## src/rtl/icache_fill_responder_pkg.sv

```systemverilog
// Shared types and geometry for the icache line-fill responder.
package icache_fill_responder_pkg;
  localparam int LINE_BITS        = 256;
  localparam int BEAT_BITS        = 64;
  localparam int BEATS_PER_LINE   = LINE_BITS / BEAT_BITS;
  localparam int LINE_OFFSET_BITS = 5;
  localparam int BEAT_IDX_BITS    = $clog2(BEATS_PER_LINE);
  localparam int TAG_BITS         = 32 - LINE_OFFSET_BITS;

  typedef enum logic [1:0] {
    IDLE = 2'd0,
    FILL = 2'd1,
    RESP = 2'd2
  } state_e;
endpackage

```

## src/rtl/icache_fill_linebuf.sv

```systemverilog
// Single-line buffer: beat-indexed data write port plus tag/valid updated at fill commit.
module icache_fill_linebuf #(
  parameter int LINE_BITS     = 256,
  parameter int BEAT_BITS     = 64,
  parameter int TAG_BITS      = 27,
  parameter int BEAT_IDX_BITS = 2
) (
  input  logic                     clk,
  input  logic                     rst,
  input  logic                     wr_en_i,
  input  logic [BEAT_IDX_BITS-1:0] wr_beat_i,
  input  logic [BEAT_BITS-1:0]     wr_data_i,
  input  logic                     commit_i,
  input  logic                     commit_valid_i,
  input  logic [TAG_BITS-1:0]      commit_tag_i,
  input  logic                     clr_valid_i,
  output logic [LINE_BITS-1:0]     data_o,
  output logic [TAG_BITS-1:0]      tag_o,
  output logic                     valid_o
);
  logic [LINE_BITS-1:0] data_q;
  logic [TAG_BITS-1:0]  tag_q;
  logic                 valid_q;

  always_ff @(posedge clk or posedge rst) begin
    if (rst) begin
      data_q  <= '0;
      tag_q   <= '0;
      valid_q <= 1'b0;
    end else begin
      if (wr_en_i) begin
        data_q[wr_beat_i*BEAT_BITS +: BEAT_BITS] <= wr_data_i;
      end
      // A commit carries its own valid value, so a flush seen during the fill wins here.
      if (commit_i) begin
        tag_q   <= commit_tag_i;
        valid_q <= commit_valid_i;
      end else if (clr_valid_i) begin
        valid_q <= 1'b0;
      end
    end
  end

  assign data_o  = data_q;
  assign tag_o   = tag_q;
  assign valid_o = valid_q;
endmodule

```

## src/rtl/icache_fill_responder.sv

```systemverilog
// Serves L1 icache line requests from a one-line buffer, filling it beat by beat from memory.
module icache_fill_responder #(
  parameter int LINE_BITS = icache_fill_responder_pkg::LINE_BITS,
  parameter int BEAT_BITS = icache_fill_responder_pkg::BEAT_BITS
) (
  input  logic                              clk,
  input  logic                              rst,
  input  logic                              L2_read_en,
  input  logic [31:0]                       L2_addr_read,
  output logic [LINE_BITS-1:0]              L2_block_read,
  output logic                              L2_stall,
  input  logic                              flush,
  output logic                              mem_req,
  output logic [31:0]                       mem_addr,
  input  logic                              mem_ack,
  input  logic [BEAT_BITS-1:0]              mem_rdata,
  output icache_fill_responder_pkg::state_e dbg_state_o
);
  import icache_fill_responder_pkg::*;

  localparam logic [BEAT_IDX_BITS-1:0] LAST_BEAT = BEAT_IDX_BITS'(BEATS_PER_LINE - 1);

  state_e                   state_q;
  logic                     stall_q;
  logic                     mem_req_q;
  logic [31:0]              mem_addr_q;
  logic [BEAT_IDX_BITS-1:0] beat_q;
  logic [TAG_BITS-1:0]      req_line_q;
  logic                     abandon_q;
  logic                     flush_pend_q;

  logic [LINE_BITS-1:0]     buf_data;
  logic [TAG_BITS-1:0]      buf_tag;
  logic                     buf_valid;
  logic [TAG_BITS-1:0]      addr_line;
  logic [BEAT_IDX_BITS-1:0] beat_nxt;
  logic                     hit;
  logic                     beat_wr;
  logic                     fill_done;
  logic                     buf_clr;
  logic                     unused_addr_bits;

  assign addr_line        = L2_addr_read[31:LINE_OFFSET_BITS];
  assign unused_addr_bits = ^L2_addr_read[LINE_OFFSET_BITS-1:0];
  assign beat_nxt         = beat_q + 1'b1;
  // A flush arriving with the request must not be answered from the line it invalidates.
  assign hit       = buf_valid && (buf_tag == addr_line) && !flush;
  assign beat_wr   = (state_q == FILL) && mem_ack;
  assign fill_done = beat_wr && (beat_q == LAST_BEAT);
  assign buf_clr   = ((state_q == IDLE) && (flush || (L2_read_en && !hit))) ||
                     ((state_q == RESP) && flush);

  always_ff @(posedge clk or posedge rst) begin
    if (rst) begin
      state_q      <= IDLE;
      stall_q      <= 1'b1;
      mem_req_q    <= 1'b0;
      mem_addr_q   <= '0;
      beat_q       <= '0;
      req_line_q   <= '0;
      abandon_q    <= 1'b0;
      flush_pend_q <= 1'b0;
    end else begin
      case (state_q)
        IDLE: begin
          if (L2_read_en) begin
            req_line_q <= addr_line;
            if (hit) begin
              state_q <= RESP;
              stall_q <= 1'b0;
            end else begin
              state_q      <= FILL;
              beat_q       <= '0;
              mem_req_q    <= 1'b1;
              mem_addr_q   <= {addr_line, {BEAT_IDX_BITS{1'b0}}, 3'b000};
              abandon_q    <= 1'b0;
              flush_pend_q <= 1'b0;
            end
          end
        end
        FILL: begin
          // Once the requester lets go, the fill still lands in the buffer but is not returned.
          if (!L2_read_en) abandon_q <= 1'b1;
          if (flush) flush_pend_q <= 1'b1;
          if (mem_ack) begin
            if (beat_q == LAST_BEAT) begin
              mem_req_q <= 1'b0;
              beat_q    <= '0;
              if (abandon_q || !L2_read_en) begin
                state_q <= IDLE;
              end else begin
                state_q <= RESP;
                stall_q <= 1'b0;
              end
            end else begin
              beat_q     <= beat_nxt;
              mem_addr_q <= {req_line_q, beat_nxt, 3'b000};
            end
          end
        end
        RESP: begin
          if (!L2_read_en) begin
            state_q <= IDLE;
            stall_q <= 1'b1;
          end
        end
        default: begin
          state_q   <= IDLE;
          stall_q   <= 1'b1;
          mem_req_q <= 1'b0;
        end
      endcase
    end
  end

  icache_fill_linebuf #(
    .LINE_BITS    (LINE_BITS),
    .BEAT_BITS    (BEAT_BITS),
    .TAG_BITS     (TAG_BITS),
    .BEAT_IDX_BITS(BEAT_IDX_BITS)
  ) u_linebuf (
    .clk           (clk),
    .rst           (rst),
    .wr_en_i       (beat_wr),
    .wr_beat_i     (beat_q),
    .wr_data_i     (mem_rdata),
    .commit_i      (fill_done),
    .commit_valid_i(!(flush_pend_q || flush)),
    .commit_tag_i  (req_line_q),
    .clr_valid_i   (buf_clr),
    .data_o        (buf_data),
    .tag_o         (buf_tag),
    .valid_o       (buf_valid)
  );

  assign L2_block_read = buf_data;
  assign L2_stall      = stall_q;
  assign mem_req       = mem_req_q;
  assign mem_addr      = mem_addr_q;
  assign dbg_state_o   = state_q;
endmodule

```

## config.mk

```make
export PLATFORM = sky130hd
export DESIGN_NAME = icache_fill_responder
export DESIGN_NICKNAME = d
export VERILOG_FILES = /design/src/rtl/icache_fill_responder_pkg.sv /design/src/rtl/icache_fill_linebuf.sv /design/src/rtl/icache_fill_responder.sv
export SDC_FILE = /design/constraint.sdc
export NUM_CORES = 1
export LEC_CHECK = 0
export BUFFER_PORTS_ARGS = -buffer_cell sky130_fd_sc_hd__buf_2
export CORE_ASPECT_RATIO = 0.75
export CORE_MARGIN = 10
export CORE_UTILIZATION = 50
export DETAILED_ROUTE_END_ITERATION = 8
export PLACE_DENSITY_LB_ADDON = 0.05
export RECOVER_POWER = 100
export SYNTH_ARGS = -nofsm -noshare
export SYNTH_HDL_FRONTEND = slang
export SYNTH_SLANG_ARGS = --single-unit
```

## constraint.sdc

```tcl
create_clock -name clk -period 26 [get_ports clk]
set_clock_uncertainty 0.15 [all_clocks]
set_input_delay 1.3 -clock clk [delete_from_list [all_inputs] [get_ports clk]]
set_output_delay 1.3 -clock clk [all_outputs]
set_load 0.01 [all_outputs]
```

==> impl_metrics.sql <==
INSERT INTO impl_metrics (metric_group, metric, value, unit) VALUES
('timing', 'worst_max_slew_margin_expressed_relative_to_the_limit', '-405', '%'),
('worst_setup_path', 'critPathSlowestCell', 'sky130_fd_sc_hd__clkbuf_1', ''),
('logic_synthesis', 'synthesis.area_per_instance', '9.94', 'um^2'),
('clock_network', 'setup_fix_buffers_added_after_clock_tree_synthesis', '0', ''),
('clock_network', 'tritoncts', 'yes', ''),
('worst_setup_path', 'worst-endpoint-arrival', '10.28', 'ns'),
('floorplan', 'placement_rows', '53', ''),
('clock_network', 'clock_insertion_delay_worst_skew', '0.51', 'ns'),
('detailed_routing', 'drt-wirelength-per-cell', '20.2', 'um'),
('worst_setup_path', 'timing.critical_path.from_type', 'input pin', ''),
('power', 'irDropWorstVdd', '67.7', 'uV'),
('detailed_routing', 'ant_nets', '0', ''),
('logic_synthesis', 'synth_area', '14200', 'um^2'),
('power', 'finalPower', '0.00222', 'W'),
('logic_synthesis', 'netlist.top_cell.by_area', 'sky130_fd_sc_hd__dfrtp_1', ''),
('floorplan', 'die_w', '215', 'um'),
('grt', 'grt_start_max_net_pins', '146', ''),
('power', 'powerDensity', '130', 'nW/um^2'),
('worst_setup_path', 'endpoint_kind', 'asynchronous set/reset pin', ''),
('timing', 'setup_violations', '0', ''),
('min_path', 'hold_path.startpoint', 'u_linebuf.data_o[72]', ''),
('worst_setup_path', 'ff2ff_path_depth', '6', ''),
('run', 'timing.max_cap.violations', '12', ''),
('detailed_routing', 'dr.first_iter.drc_count', '714', ''),
('worst_setup_path', 'cp_data_required_time', '24.58', 'ns'),
('grt', 'grt_pass1_vias', '11299', ''),
('worst_setup_path', 'source_of_the_worst_register_to_register_timing_path', 'dbg_state_o[0]', ''),
('timing', 'totalNegativeSetupSlack', '0', 'ns'),
('clock_network', 'cts_clk_pin_slew_worst_paths', '0.06', 'ns'),
('timing', 'setup_repair_after_global_routing_missed_its_margin', 'no', ''),
('floorplan', 'die-height', '166', 'um'),
('clock_network', 'cts_hold_repair.buffers', '0', ''),
('floorplan', 'dieArea', '35600', 'um^2'),
('cells_and_area', 'layout.core_utilization', '60.9', '%'),
('clock_network', 'cts_num_sinks', '348', ''),
('logic_synthesis', 'syn_inst', '1429', ''),
('timing', 'max_freq', '0.0855', 'GHz'),
('place', 'dpl_cell_area', '16400', 'um^2'),
('run_status', 'outcome', 'finished with violations', ''),
('floorplan', 'io_pins', '393', ''),
('timing', 'post-route-period-util', '45.0', '%'),
('timing', 'slew_viol_final', '904', ''),
('timing', 'final.min_clock_period', '11.69', 'ns'),
('worst_setup_path', 'crit_path_max_fo', '145', ''),
('place', 'gpl_wtd_cong', '0.803', ''),
('logic_synthesis', 'synth.top_cells.by_area', 'sky130_fd_sc_hd__dfrtp_1, sky130_fd_sc_hd__nand2_1, sky130_fd_sc_hd__o21ai_0', ''),
('place', 'dp_hpwl', '29500', 'um'),
('timing', 'timing_worst_slew_pin_value', '7.58', 'ns'),
('clock_network', 'clock_path_buffers', '3', ''),
('logic_synthesis', 'synthDominantCellAreaShare', '61.2', '%'),
('run_status', 'violations', 'max-capacitance violations, max-slew violations', ''),
('worst_setup_path', 'cpPeakStageDelay', '5.53', 'ns'),
('logic_synthesis', 'yosysMostFrequentCell', 'sky130_fd_sc_hd__nand2_1', ''),
('clock_network', 'post_cts_resize_count', '0', ''),
('min_path', 'hp-class', 'flop to flop', ''),
('worst_setup_path', 'timing.reg2reg.setup_slack', '19.49', 'ns'),
('timing', 'hold_viol_final', '0', ''),
('logic_synthesis', 'postSynthRegisterBits', '348', ''),
('detailed_routing', 'drt_pre_antenna_iters', '6', ''),
('logic_synthesis', 'synthArstFlopShare', '100', '%'),
('clock_network', 'numCtsBuffers', '37', ''),
('timing', 'hold_slack', '0.326', 'ns'),
('logic_synthesis', 'ys_types', '38', ''),
('detailed_routing', 'totalWireLength', '43900', 'um'),
('place', 'place.port_buffers', '384', ''),
('detailed_routing', 'drcViolationCount', '0', ''),
('cells_and_area', 'layout-drive-gt1-share', '13.0', '%'),
('clock_network', 'clock-root-buffer', 'sky130_fd_sc_hd__clkbuf_16', ''),
('cells_and_area', 'final_area', '17100', 'um^2'),
('cells_and_area', 'nNetsFinal', '1871', ''),
('min_path', 'worstHoldEndpoint', 'u_linebuf.data_o[72]', '');
==> critical path, delay by kind of cell <==
| kind | cells | cell delay [ns] |
|---|---|---|
| buffers and inverters | 3 | 8.77 |
==> cells by family (layout without fill, tap and decap cells) <==
group / count (synthesis) / after routing / synth area share (%)
buffers and inverters: 112 / 468 / 3.34
other: 1 / 7 / 0.0264
AOI/OAI and AO/OA: 329 / 329 / 13.7
and+or+nand+nor: 552 / 552 / 15.2
xor gates and xnor gates: 27 / 27 / 1.67
muxes: 54 / 54 / 4.28
adders and majority gates: 6 / 6 / 0.529
DFF: 348 / 348 / 61.3
==> registers in the layout, indices dropped and copies added (netlist names) <==
signal             count
mem_req                1
L2_stall               1
u_linebuf.data_o     256
abandon_q              1
req_line_q            27
mem_addr              29
u_linebuf.valid_o      1
dbg_state_o            2
flush_pend_q           1
beat_q                 2
u_linebuf.tag_o       27
==> per-layer routing <==
layer / vias to the layer above / GRT usage (%) / share of wire [%] / wire [um]
met5: - / 0 / 0.027 / 12
met4: 2 / 7.38 / 2.5 / 1110
met3: 70 / 7.50 / 7.2 / 3150
met2: 312 / 37.5 / 47 / 20500
met1: 5505 / 31.9 / 44 / 19200
li1: 5392 / - / - / -
==> worst max-delay path by stage <==
stage | from | end | slack, ns | cells after the start
floorplan | rst | abandon_q | 14.90 | 1
global placement | L2_addr_read[15] | mem_addr[14] | 22.30 | 7
detailed placement | L2_addr_read[15] | mem_addr[14] | 22.29 | 7
CTS | dbg_state_o[0] | u_linebuf.data_o[26] | 22.66 | 6
global route | rst | u_linebuf.data_o[28] | 12.32 | 3
finish | rst | u_linebuf.data_o[182] | 14.31 | 3
==> layout make-up <==
cell class	instances	area (um^2)
Antenna cell	4	10.0
Clock buffer	59	1100
Clock inverter	3	43.8
Fill cell	2588	10900
Inverter	5	20.0
Multi-Input combinational cell	971	5040
Sequential cell	348	8710
Tap cell	385	482
Timing Repair Buffer	401	1650
==> where the power goes <==
part	total [W]	internal (W)	switching [W]
clock	0.000508	0.000298	0.000210
sequential	0.000914	0.000773	0.000141
combinational	0.000800	0.000270	0.000530
==> stage by stage <==
step / std cells / setup slack [ns]
after CTS: 2172 / 22.66
after floorplan: 1431 / 14.90
final: 2176 / 14.31
after global routing: 2176 / 12.32
after global placement: 2110 / 22.30
after detailed placement: 2110 / 22.29
==> layout by cell type, fill, tap and decap left out, types with 2 or more instances in the layout <==
master,instances
sky130_fd_sc_hd__nor4_2,2
sky130_fd_sc_hd__nand4_1,2
sky130_fd_sc_hd__o21a_1,2
sky130_fd_sc_hd__xor2_1,23
sky130_fd_sc_hd__clkbuf_1,314
sky130_fd_sc_hd__ha_1,6
sky130_fd_sc_hd__conb_1,3
sky130_fd_sc_hd__nor4_1,5
sky130_fd_sc_hd__clkbuf_8,9
sky130_fd_sc_hd__nor3b_2,3
sky130_fd_sc_hd__nand2b_1,4
sky130_fd_sc_hd__nand2_1,520
sky130_fd_sc_hd__inv_1,4
sky130_fd_sc_hd__mux2_2,54
sky130_fd_sc_hd__xnor2_1,4
sky130_fd_sc_hd__a2bb2oi_2,20
sky130_fd_sc_hd__diode_2,4
sky130_fd_sc_hd__o21ai_0,260
sky130_fd_sc_hd__dfrtp_1,347
sky130_fd_sc_hd__a21o_1,2
sky130_fd_sc_hd__o22ai_1,30
sky130_fd_sc_hd__a2bb2oi_1,7
sky130_fd_sc_hd__clkbuf_16,37
sky130_fd_sc_hd__buf_2,93
sky130_fd_sc_hd__nand3_1,7
sky130_fd_sc_hd__a21oi_1,3
sky130_fd_sc_hd__nor2_1,4
sky130_fd_sc_hd__buf_4,7
Power figures use the tool's default switching activity.
